### src/rtl/core_avalon_bridge.sv
// Core-bus to Avalon-MM bridge. It allows one transaction in flight at a time, aborts any
// transaction that runs past the response timeout, and synchronizes the platform interrupt.
module core_avalon_bridge #(
    parameter int unsigned TIMEOUT_CYCLES = 1024,
    parameter logic [31:0] FAULT_DATA     = 32'hDEADBEEF
) (
    input  logic        clk,
    input  logic        rst_n,
    // core side
    input  logic [29:0] addr,
    input  logic        start,
    input  logic        write,
    input  logic [31:0] data_wr,
    input  logic [3:0]  data_be,
    output logic [31:0] data_rd,
    output logic        ready,
    output logic        irq,
    output logic        bus_fault,
    output logic        protocol_err,
    // Avalon-MM master side
    output logic [31:0] avl_address,
    output logic        avl_read,
    output logic        avl_write,
    output logic [31:0] avl_writedata,
    output logic [3:0]  avl_byteenable,
    input  logic [31:0] avl_readdata,
    input  logic        avl_readdatavalid,
    input  logic        avl_waitrequest,
    input  logic        avl_irq
);

    typedef enum logic [1:0] {StIdle, StReq, StWaitData} state_t;

    // The timer only has to reach TIMEOUT_CYCLES-1 before it triggers an abort.
    localparam int unsigned TW = (TIMEOUT_CYCLES > 1) ? $clog2(TIMEOUT_CYCLES) : 1;
    localparam logic [TW-1:0] TIMER_LAST = TW'((TIMEOUT_CYCLES == 0) ? 0 : TIMEOUT_CYCLES - 1);

    state_t         state_q, state_d;
    logic [TW-1:0]  timer_q, timer_d;
    logic           is_write_q, is_write_d;
    logic [31:0]    data_rd_q, data_rd_d;
    logic           ready_q, ready_d;
    logic           bus_fault_q, bus_fault_d;
    logic           protocol_err_q, protocol_err_d;
    logic [31:0]    avl_address_q, avl_address_d;
    logic           avl_read_q, avl_read_d;
    logic           avl_write_q, avl_write_d;
    logic [31:0]    avl_writedata_q, avl_writedata_d;
    logic [3:0]     avl_byteenable_q, avl_byteenable_d;
    logic [1:0]     irq_sync_q;
    logic           timeout_hit;

    assign timeout_hit = (TIMEOUT_CYCLES != 0) && (timer_q == TIMER_LAST);

    // Next-state logic: transaction sequencing, timeout abort and the sticky protocol error
    always_comb begin
        state_d          = state_q;
        timer_d          = timer_q;
        is_write_d       = is_write_q;
        data_rd_d        = data_rd_q;
        ready_d          = 1'b0;
        bus_fault_d      = 1'b0;
        protocol_err_d   = protocol_err_q | (start && (state_q != StIdle));
        avl_address_d    = avl_address_q;
        avl_read_d       = avl_read_q;
        avl_write_d      = avl_write_q;
        avl_writedata_d  = avl_writedata_q;
        avl_byteenable_d = avl_byteenable_q;

        if (state_q != StIdle && timer_q != '1) begin
            timer_d = timer_q + 1'b1;
        end

        unique case (state_q)
            StIdle: begin
                // A late readdatavalid after an abort lands here and is ignored.
                if (start) begin
                    avl_address_d    = {addr, 2'b00};
                    avl_writedata_d  = data_wr;
                    avl_byteenable_d = data_be;
                    avl_read_d       = !write;
                    avl_write_d      = write;
                    is_write_d       = write;
                    timer_d          = '0;
                    state_d          = StReq;
                end
            end
            StReq: begin
                if (!avl_waitrequest) begin
                    avl_read_d  = 1'b0;
                    avl_write_d = 1'b0;
                    if (is_write_q) begin
                        ready_d = 1'b1;
                        state_d = StIdle;
                    end else if (avl_readdatavalid) begin
                        data_rd_d = avl_readdata;
                        ready_d   = 1'b1;
                        state_d   = StIdle;
                    end else if (timeout_hit) begin
                        ready_d     = 1'b1;
                        bus_fault_d = 1'b1;
                        data_rd_d   = FAULT_DATA;
                        state_d     = StIdle;
                    end else begin
                        state_d = StWaitData;
                    end
                end else if (timeout_hit) begin
                    avl_read_d  = 1'b0;
                    avl_write_d = 1'b0;
                    ready_d     = 1'b1;
                    bus_fault_d = 1'b1;
                    if (!is_write_q) begin
                        data_rd_d = FAULT_DATA;
                    end
                    state_d = StIdle;
                end
            end
            StWaitData: begin
                if (avl_readdatavalid) begin
                    data_rd_d = avl_readdata;
                    ready_d   = 1'b1;
                    state_d   = StIdle;
                end else if (timeout_hit) begin
                    ready_d     = 1'b1;
                    bus_fault_d = 1'b1;
                    data_rd_d   = FAULT_DATA;
                    state_d     = StIdle;
                end
            end
            default: state_d = StIdle;
        endcase
    end

    // State and registered-output update
    always_ff @(posedge clk or negedge rst_n) begin
        if (!rst_n) begin
            state_q          <= StIdle;
            timer_q          <= '0;
            is_write_q       <= 1'b0;
            data_rd_q        <= '0;
            ready_q          <= 1'b0;
            bus_fault_q      <= 1'b0;
            protocol_err_q   <= 1'b0;
            avl_address_q    <= '0;
            avl_read_q       <= 1'b0;
            avl_write_q      <= 1'b0;
            avl_writedata_q  <= '0;
            avl_byteenable_q <= '0;
        end else begin
            state_q          <= state_d;
            timer_q          <= timer_d;
            is_write_q       <= is_write_d;
            data_rd_q        <= data_rd_d;
            ready_q          <= ready_d;
            bus_fault_q      <= bus_fault_d;
            protocol_err_q   <= protocol_err_d;
            avl_address_q    <= avl_address_d;
            avl_read_q       <= avl_read_d;
            avl_write_q      <= avl_write_d;
            avl_writedata_q  <= avl_writedata_d;
            avl_byteenable_q <= avl_byteenable_d;
        end
    end

    // Two-flop synchronizer for the asynchronous platform interrupt
    always_ff @(posedge clk or negedge rst_n) begin
        if (!rst_n) begin
            irq_sync_q <= 2'b00;
        end else begin
            irq_sync_q <= {irq_sync_q[0], avl_irq};
        end
    end

    assign data_rd        = data_rd_q;
    assign ready          = ready_q;
    assign bus_fault      = bus_fault_q;
    assign protocol_err   = protocol_err_q;
    assign irq            = irq_sync_q[1];
    assign avl_address    = avl_address_q;
    assign avl_read       = avl_read_q;
    assign avl_write      = avl_write_q;
    assign avl_writedata  = avl_writedata_q;
    assign avl_byteenable = avl_byteenable_q;

endmodule

### config.mk
export PLATFORM = sky130hd
export DESIGN_NAME = core_avalon_bridge
export DESIGN_NICKNAME = d
export VERILOG_FILES = /design/src/rtl/core_avalon_bridge.sv
export SDC_FILE = /design/constraint.sdc
export NUM_CORES = 1
export LEC_CHECK = 0
export ABC_CLOCK_PERIOD_IN_PS = 3100
export CAP_MARGIN = 0
export CORE_MARGIN = 10
export CORE_UTILIZATION = 47
export CTS_BUF_LIST = sky130_fd_sc_hd__clkbuf_4 sky130_fd_sc_hd__clkbuf_8
export CTS_CLUSTER_DIAMETER = 50
export DETAILED_ROUTE_END_ITERATION = 10
export DONT_BUFFER_PORTS = 1
export PLACE_DENSITY = 0.63
export SLEW_MARGIN = 15
export SYNTH_ARGS = -nofsm -noshare
export SYNTH_HDL_FRONTEND = slang
export SYNTH_SLANG_ARGS = --single-unit
### constraint.sdc
create_clock -name clk -period 3.1 [get_ports clk]
set_clock_uncertainty 0.2 [all_clocks]
set_input_delay 0.155 -clock clk [delete_from_list [all_inputs] [get_ports clk]]
set_output_delay 0.155 -clock clk [all_outputs]
set_load 0.05 [all_outputs]
==> results of run 1 <==
-- stage by stage --
stage | std cells | setup WS [ns] | hold WS (ns) | util | area, um^2
2_1_floorplan | 469 | 1.03 | -0.341 | - | 4720
3_5_place_dp | 582 | 0.564 | -0.336 | 0.491 | 4790
3_3_place_gp | 582 | 0.713 | -0.337 | 0.491 | 4790
-- kinds of logic after synthesis --
| family | synth area share |
|---|---|
| AND/OR/NAND/NOR | 0.205 |
| flip-flops | 0.626 |
| AO/OA/AOI/OAI | 0.118 |
| buffers and inverters | 0.0326 |
| adder cells (fa/ha/maj) | 0.0133 |
| other | 0.000795 |
| XOR/XNOR | 0.00186 |
| multiplexers | 0.00212 |
==> key figures, run 1 <==
Yosys
  – Count leader, synth: nand2_1
  – Ys Warns: 0
  – Post-Syn Area: 4710 um^2
  – Mapped Cells: about 470
  – Library cells used by synthesis: 43
  – Post-synth EDFFs: 0
  – Seq/Total Area, Yosys: 0.626
  – Share of the synthesized area in the top cell type: 0.626
  – Synth top cells by count: nand2_1, dfrtp_1, o22a_1, clkbuf_1
  – Avg Inst Size Synth: 10.1 um^2
  – Dominant cell type by area after synthesis: dfrtp_1
  – Async set or reset register ratio after synthesis: 1.00
  – Largest cells by area after synthesis: dfrtp_1, nand2_1, o22a_1
  – Ys flop type: dfrtp_1
  – Synth Register Bits: 118

Placement
  – IO buf count: 0
  – HPWL after DPL: a little under 9000 um
  – Gp weighted congestion: 0.824

Clocking
  – TritonCTS Buffers: 17
  – Clock tree buffer depth: 2
  – H-tree depth: 4
  – Hold-fix buffers at CTS: 124
  – Clock Sinks: 118
  – Setup Fix Bufs, Post-CTS: 0
  – Root Buffer: clkbuf_8
  – Resize count post-CTS: 0

Die
  – Die Width: 120 um
  – Die height: 120 um
  – I/O Pins: 211
  – Starting density of the core: 0.482
  – Row cnt: 36

Status
  – Error: [ERROR RSZ-0060] Max buffer count reached.
  – Failed at: clock tree synthesis (4_1_cts)
  – Outcome: did not finish
==> run 2, diff against run 1 <==
--- a/config.mk
+++ b/config.mk
@@ -8,12 +8,10 @@
 export ABC_CLOCK_PERIOD_IN_PS = 3100
 export CAP_MARGIN = 0
 export CORE_MARGIN = 10
-export CORE_UTILIZATION = 47
-export CTS_BUF_LIST = sky130_fd_sc_hd__clkbuf_4 sky130_fd_sc_hd__clkbuf_8
-export CTS_CLUSTER_DIAMETER = 50
+export CORE_UTILIZATION = 32
 export DETAILED_ROUTE_END_ITERATION = 10
 export DONT_BUFFER_PORTS = 1
-export PLACE_DENSITY = 0.63
+export PLACE_DENSITY_LB_ADDON = 0.15
 export SLEW_MARGIN = 15
 export SYNTH_ARGS = -nofsm -noshare
 export SYNTH_HDL_FRONTEND = slang
==> key figures, run 2 <==
Status
  – Outcome: finished clean

Finish
  – Commonest non-fill, non-tap cell in the layout: nand2_1
  – Commonest cells after routing, fill and taps aside: nand2_1, dfrtp_1, dlygate4sd3_1, o22a_1, clkbuf_16
  – Layout area overhead: 41.7%
  – Layout cells sized above 1: 0.0755
  – Nets: between 600 and 700

Route
  – Wire length on met1: around 5500 um
  – Met2 wire len: 6900 um
  – Pre-antenna DRT Iters: 4
  – DRT iter0 DRCs: 176
  – Highest Signal Layer: met4
  – Met3 WL: about 1500 um
  – Wirelength per Cell: 18.1 um
  – Vias post-DR: 3757
  – Vias per cell: roughly 4.8
  – ANT nets after route: 0
  – Total Wirelength: between 10000 and 15000 um
  – Detailed-route DRC error count: 0

Critical path
  – Reg-to-reg critical path startpoint: state_q[1]$_DFFE_PN0P_
  – Worst EP required: 3.23 ns
  – Family with the most delay on the worst path: compound AO/OA/AOI/OAI gates
  – Worst reg2reg path depth: 7
  – Crit-path cells: inv_1 > ha_1 > or2b_1 > o21ai_0 > a32oi_2 > a22o_1 > dlygate4sd3_1
  – Worst R2R End: data_rd[14]$_DFFE_PN0P_
  – Crit path DAT: 2.94 ns
  – Startpoint Class: flop
  – Crit path buffers/inverters: 2
  – Crit-path max FO: 9
  – Critical path's largest stage delay: 0.57 ns
  – Critical Path End Type: flop
  – WS Path Type: flop to flop
  – Slowest stage cell, crit path: dlygate4sd3_1
  – R2r setup slk: 0.29 ns

Timing
  – RSZ-0062 raised after global routing: false
  – Final worst slack: 0.293 ns
  – Final period utilization: 0.906
  – Setup TNS: 0 ns
  – Setup violators final: 0
  – Worst slew pin tran: between 0.6 and 0.7 ns
  – Slew margin rel.: 0.564
  – Max-slew violation count: 0
  – Hold Violations, Final: 0
  – Fmax: around 360 MHz
  – Crit path time final: 2.81 ns

Die
  – Starting density of the core: 0.326
  – Die Width: ~140 um
  – I/O Pins: 211
  – Die Area: roughly 20000 um^2
  – Die height: 141 um
  – Core Area: 14500 um^2
  – Row cnt: 44

Global route
  – First-pass GRT wire length: 22500 um
  – Gr ovfl total: 0
  – Antenna violations before repair: 0
  – GRT Overall Usage: 0.141
  – Vias in the first global route: between 4000 and 5000
  – Largest net degree at the start of global routing: approximately 120

Yosys
  – Ys Warns: 0
  – Count leader, synth: nand2_1
  – Synth top cells by count: nand2_1, dfrtp_1, o22a_1, clkbuf_1
  – Share of the synthesized area in the top cell type: 0.626
  – Post-synth EDFFs: 0
  – Synth Register Bits: between 100 and 150
  – Library cells used by synthesis: between 40 and 50
  – Seq/Total Area, Yosys: 0.626
  – Post-Syn Area: roughly 4700 um^2
  – Largest cells by area after synthesis: dfrtp_1, nand2_1, o22a_1
  – Mapped Cells: approximately 470
  – Avg Inst Size Synth: 10.1 um^2
  – Async set or reset register ratio after synthesis: 1.00
  – Dominant cell type by area after synthesis: dfrtp_1
  – Ys flop type: dfrtp_1

Power and ir drop
  – Peak supply drop: about 0.0006 V
  – Cell Pwr Density: 1290 nW/um^2
  – Static Leak: between 3 and 4 nW

Clocking
  – Clock latency on the worst-skew pair: 0.41 ns
  – Clock tree buffer depth: 2
  – TritonCTS Buffers: 17
  – Worst-path clk slew: 0.05 ns
  – Root Buffer: clkbuf_16
  – CTS tree: done
  – Clock Sinks: 118
  – H-tree depth: 4

Placement
  – HPWL after DPL: a little under 9000 um
  – IO buf count: 0
  – Post-place setup slack: roughly 0.55 ns
  – Gp weighted congestion: ~0.78

Worst hold path
  – WHS Path Cells: 3
  – Worst hold path class: primary input to flop
  – Hold endpoint: avl_writedata[10]$_DFFE_PN0P_
  – Worst Hold Launch: start

Flow run
  – Max-Cap Viols: 0
[run 2: per-layer routing]
layer | vias to the layer above | GRT usage
li1 | 1783 | -
met1 | 1793 | 0.157
met2 | 161 | 0.224
met3 | 20 | 0.0691
met4 | 0 | 0.0581
met5 | - | 0
[run 2: repair_timing]
action	CTS	global route
buffers inserted	0	0
hold buffers	114	1
gates resized for setup	0	1
endpoints found under the hold margin	228	8
endpoints found under the setup margin	0	2
[run 2: logic make-up after synthesis]
logic type / synth area share
muxes: 0.00212
DFF: 0.626
buffers and inverters: 0.0326
AOI/OAI and AO/OA: 0.118
xor gates and xnor gates: 0.00186
and+or+nand+nor: 0.205
other: 0.000795
adders and majority gates: 0.0133
[run 2: cell type report]
class / count / area (um^2)
inverters: 10 / 37.5
multi-input cells: 318 / 1620
clock buffers: 20 / 457
flip-flops and latches: 118 / 2950
repair buffers: 118 / 1220
well taps: 184 / 230
clock inverters: 12 / 153
fillers: 1314 / 7800
diodes: 1 / 2.50
[run 2: how the worst max path moves through the flow]
stage                      startpoint                 endpoint  slack (ns)  cells after the start
6_report       state_q[1]$_DFFE_PN0P_  data_rd[14]$_DFFE_PN0P_        0.29                      7
4_1_cts        state_q[1]$_DFFE_PN0P_  data_rd[20]$_DFFE_PN0P_        0.23                      7
2_1_floorplan  state_q[1]$_DFFE_PN0P_   data_rd[0]$_DFFE_PN0P_        1.03                      7
3_5_place_dp   state_q[1]$_DFFE_PN0P_  data_rd[30]$_DFFE_PN0P_        0.55                      6
3_3_place_gp   state_q[1]$_DFFE_PN0P_  data_rd[16]$_DFFE_PN0P_        0.66                      6
5_1_grt        state_q[1]$_DFFE_PN0P_  data_rd[14]$_DFFE_PN0P_        0.13                      7
[run 2: worst min-delay path, stage by stage]
cell and delay (ns):
nand2_2 0.23, nand2_1 0.15, nand2_1 0.06
[run 2: stage by stage]
step / area (um^2) / utilization / power [mW] / cells / hold slack (ns)
3_3_place_gp: 4880 / 0.337 / 6.39 / 632 / -0.336
4_1_cts: 6640 / 0.459 / 8.71 / 778 / 0.00803
6_report: 6680 / 0.461 / 8.63 / 781 / 0.0315
5_1_grt: 6680 / 0.461 / 9.10 / 780 / 0.0410
2_1_floorplan: 4720 / - / 5.95 / 469 / -0.341
3_5_place_dp: 4880 / 0.337 / 6.44 / 632 / -0.337
[run 2: power breakdown]
part           leakage [nW]  internal (mW)  switching [mW]
clock network         0.288           1.30           0.692
logic                  1.44          0.721           0.899
registers              1.42           2.18            2.84
Note: power is estimated with default switching activity, not from simulation.
==> run 3, diff against run 2 <==
--- a/config.mk
+++ b/config.mk
@@ -11,7 +11,6 @@
 export CORE_UTILIZATION = 32
 export DETAILED_ROUTE_END_ITERATION = 10
 export DONT_BUFFER_PORTS = 1
-export PLACE_DENSITY_LB_ADDON = 0.15
 export SLEW_MARGIN = 15
 export SYNTH_ARGS = -nofsm -noshare
 export SYNTH_HDL_FRONTEND = slang
==> key figures, run 3 (synthesis gave the netlist of run 2 again) <==
Clocking
  – H-tree depth: 4
  – TritonCTS Buffers: 17
  – Clock latency on the worst-skew pair: slightly above 0.4 ns
  – Hold-fix buffers at CTS: 113
  – CTS tree: done
  – Resize count post-CTS: 0
  – Root Buffer: clkbuf_16
  – Clock tree buffer depth: 2
  – Clock Sinks: around 120
  – Worst-path clk slew: about 0.06 ns
  – Setup Fix Bufs, Post-CTS: 0

Global route
  – GRT Overall Usage: 0.143
  – Antenna violations before repair: 1
  – Vias in the first global route: roughly 4200
  – Gr ovfl total: 0
  – Largest net degree at the start of global routing: 119
  – First-pass GRT wire length: 22700 um

Timing
  – Crit path time final: between 2 and 3 ns
  – Fmax: 343 MHz
  – Slew margin rel.: 0.241
  – Worst slew pin tran: about 1.1 ns
  – RSZ-0062 raised after global routing: false
  – Max-slew violation count: 0
  – Setup TNS: 0 ns
  – Final period utilization: 0.939
  – Hold Violations, Final: 0
  – Setup violators final: 0

Critical path
  – Worst reg2reg path depth: 7
  – Reg-to-reg critical path startpoint: state_q[1]$_DFFE_PN0P_
  – Crit-path max FO: 9
  – Worst EP required: roughly 3.2 ns
  – R2r setup slk: 0.19 ns
  – Startpoint Class: flop
  – Worst R2R End: data_rd[8]$_DFFE_PN0P_
  – Critical Path Source: state_q[1]$_DFFE_PN0P_
  – Worst setup path end: data_rd[8]$_DFFE_PN0P_
  – WS Path Type: flop to flop
  – Critical Path End Type: flop
  – Crit path DAT: 3.05 ns

Finish
  – Commonest non-fill, non-tap cell in the layout: nand2_1
  – Layout cells sized above 1: 0.0741
  – Fillcell total: 1258
  – Nets: 691
  – Layout area overhead: 40.6%
  – Commonest cells after routing, fill and taps aside: nand2_1, dfrtp_1, dlygate4sd3_1, o22a_1, clkbuf_16
  – Register area: 2950 um^2
  – Area of the multi-input gates: about 1600 um^2
  – Cell Count, Final, Fillers Out: slightly below 800

Die
  – I/O Pins: 211
  – Die Width: 141 um
  – Starting density of the core: 0.326
  – Row cnt: 44
  – Core Area: 14500 um^2
  – Die Area: 20000 um^2
  – Die height: 141 um

Route
  – Wirelength per Cell: 18.8 um
  – Detailed-route DRC error count: 0
  – Pre-antenna DRT Iters: 6
  – DRT iter0 DRCs: 273
  – Vias post-DR: 3879
  – ANT nets after route: 0
  – Total Wirelength: 14600 um
  – Vias per cell: 4.98

Power and ir drop
  – Static Leak: roughly 3.1 nW
  – Power Total: slightly below 9 mW
  – Peak supply drop: 0.000630 V
  – Cell Pwr Density: between 1000 and 1500 nW/um^2

Flow run
  – Max-Cap Viols: 0

Status
  – Outcome: finished clean

Worst hold path
  – Worst Hold Launch: avl_readdatavalid
  – Worst hold path class: primary input to flop

Placement
  – IO buf count: 0
  – Gp weighted congestion: 0.853
  – HPWL after DPL: 9180 um
  – DP Cell Count: 633
## run 3: cell count changes in the layout (fill, tap and decap cells not counted), sizes merged
cell,change
dlygate4sd3,-2
clkinv,-2
inv,+1
clkbuf,+1
## run 3: stage by stage
stage,setup WS (ns),util,cell area (um^2),hold WS [ns]
6_report,0.188,0.458,6630,0.0159
4_1_cts,0.227,0.458,6630,0.000268
3_5_place_dp,0.550,0.336,4860,-0.337
5_1_grt,0.0392,0.458,6630,0.00966
2_1_floorplan,1.03,-,4720,-0.341
3_3_place_gp,0.719,0.336,4860,-0.337
## run 3: routing by layer
metal | track usage | vias up | wire length, um
li1 | - | 1773 | -
met1 | 0.159 | 1892 | 5570
met2 | 0.225 | 201 | 7270
met3 | 0.0768 | 13 | 1610
met4 | 0.0533 | 0 | 191
met5 | 0 | - | 0
## run 3: power by group
part,total [mW],leakage [nW],switching (mW),internal (mW)
logic,1.60,1.41,0.914,0.686
clock network,2.04,0.292,0.709,1.33
registers,5.04,1.42,2.86,2.18
total,8.68,3.12,4.48,4.20
## run 3: critical path: stages, from the launching register on
cell	delay [ns]
dfrtp_1	0.39
inv_1	0.09
ha_1	0.30
or2b_1	0.29
o21ai_0	0.14
a32oi_1	0.63
a22o_1	0.24
dlygate4sd3_1	0.57
## run 3: worst min path at each step
stage / cells after the start / to / slack, ns
CTS: 2 / data_rd[14]$_DFFE_PN0P_ / 0.0003
global placement: 0 / irq_sync_q[1]$_DFF_PN0_ / -0.34
floorplan: 0 / avl_address[10]$_DFFE_PN0P_ / -0.34
finish: 2 / data_rd[14]$_DFFE_PN0P_ / 0.02
detailed placement: 0 / irq_sync_q[1]$_DFF_PN0_ / -0.34
global route: 2 / data_rd[14]$_DFFE_PN0P_ / 0.01
## run 3: cell type report
cell class	instances	share of cell area
flip-flops and latches	118	0.446
multi-input cells	318	0.244
repair buffers	116	0.177
clock buffers	21	0.0710
well taps	184	0.0347
clock inverters	11	0.0223
inverters	10	0.00566
diodes	1	0.000378
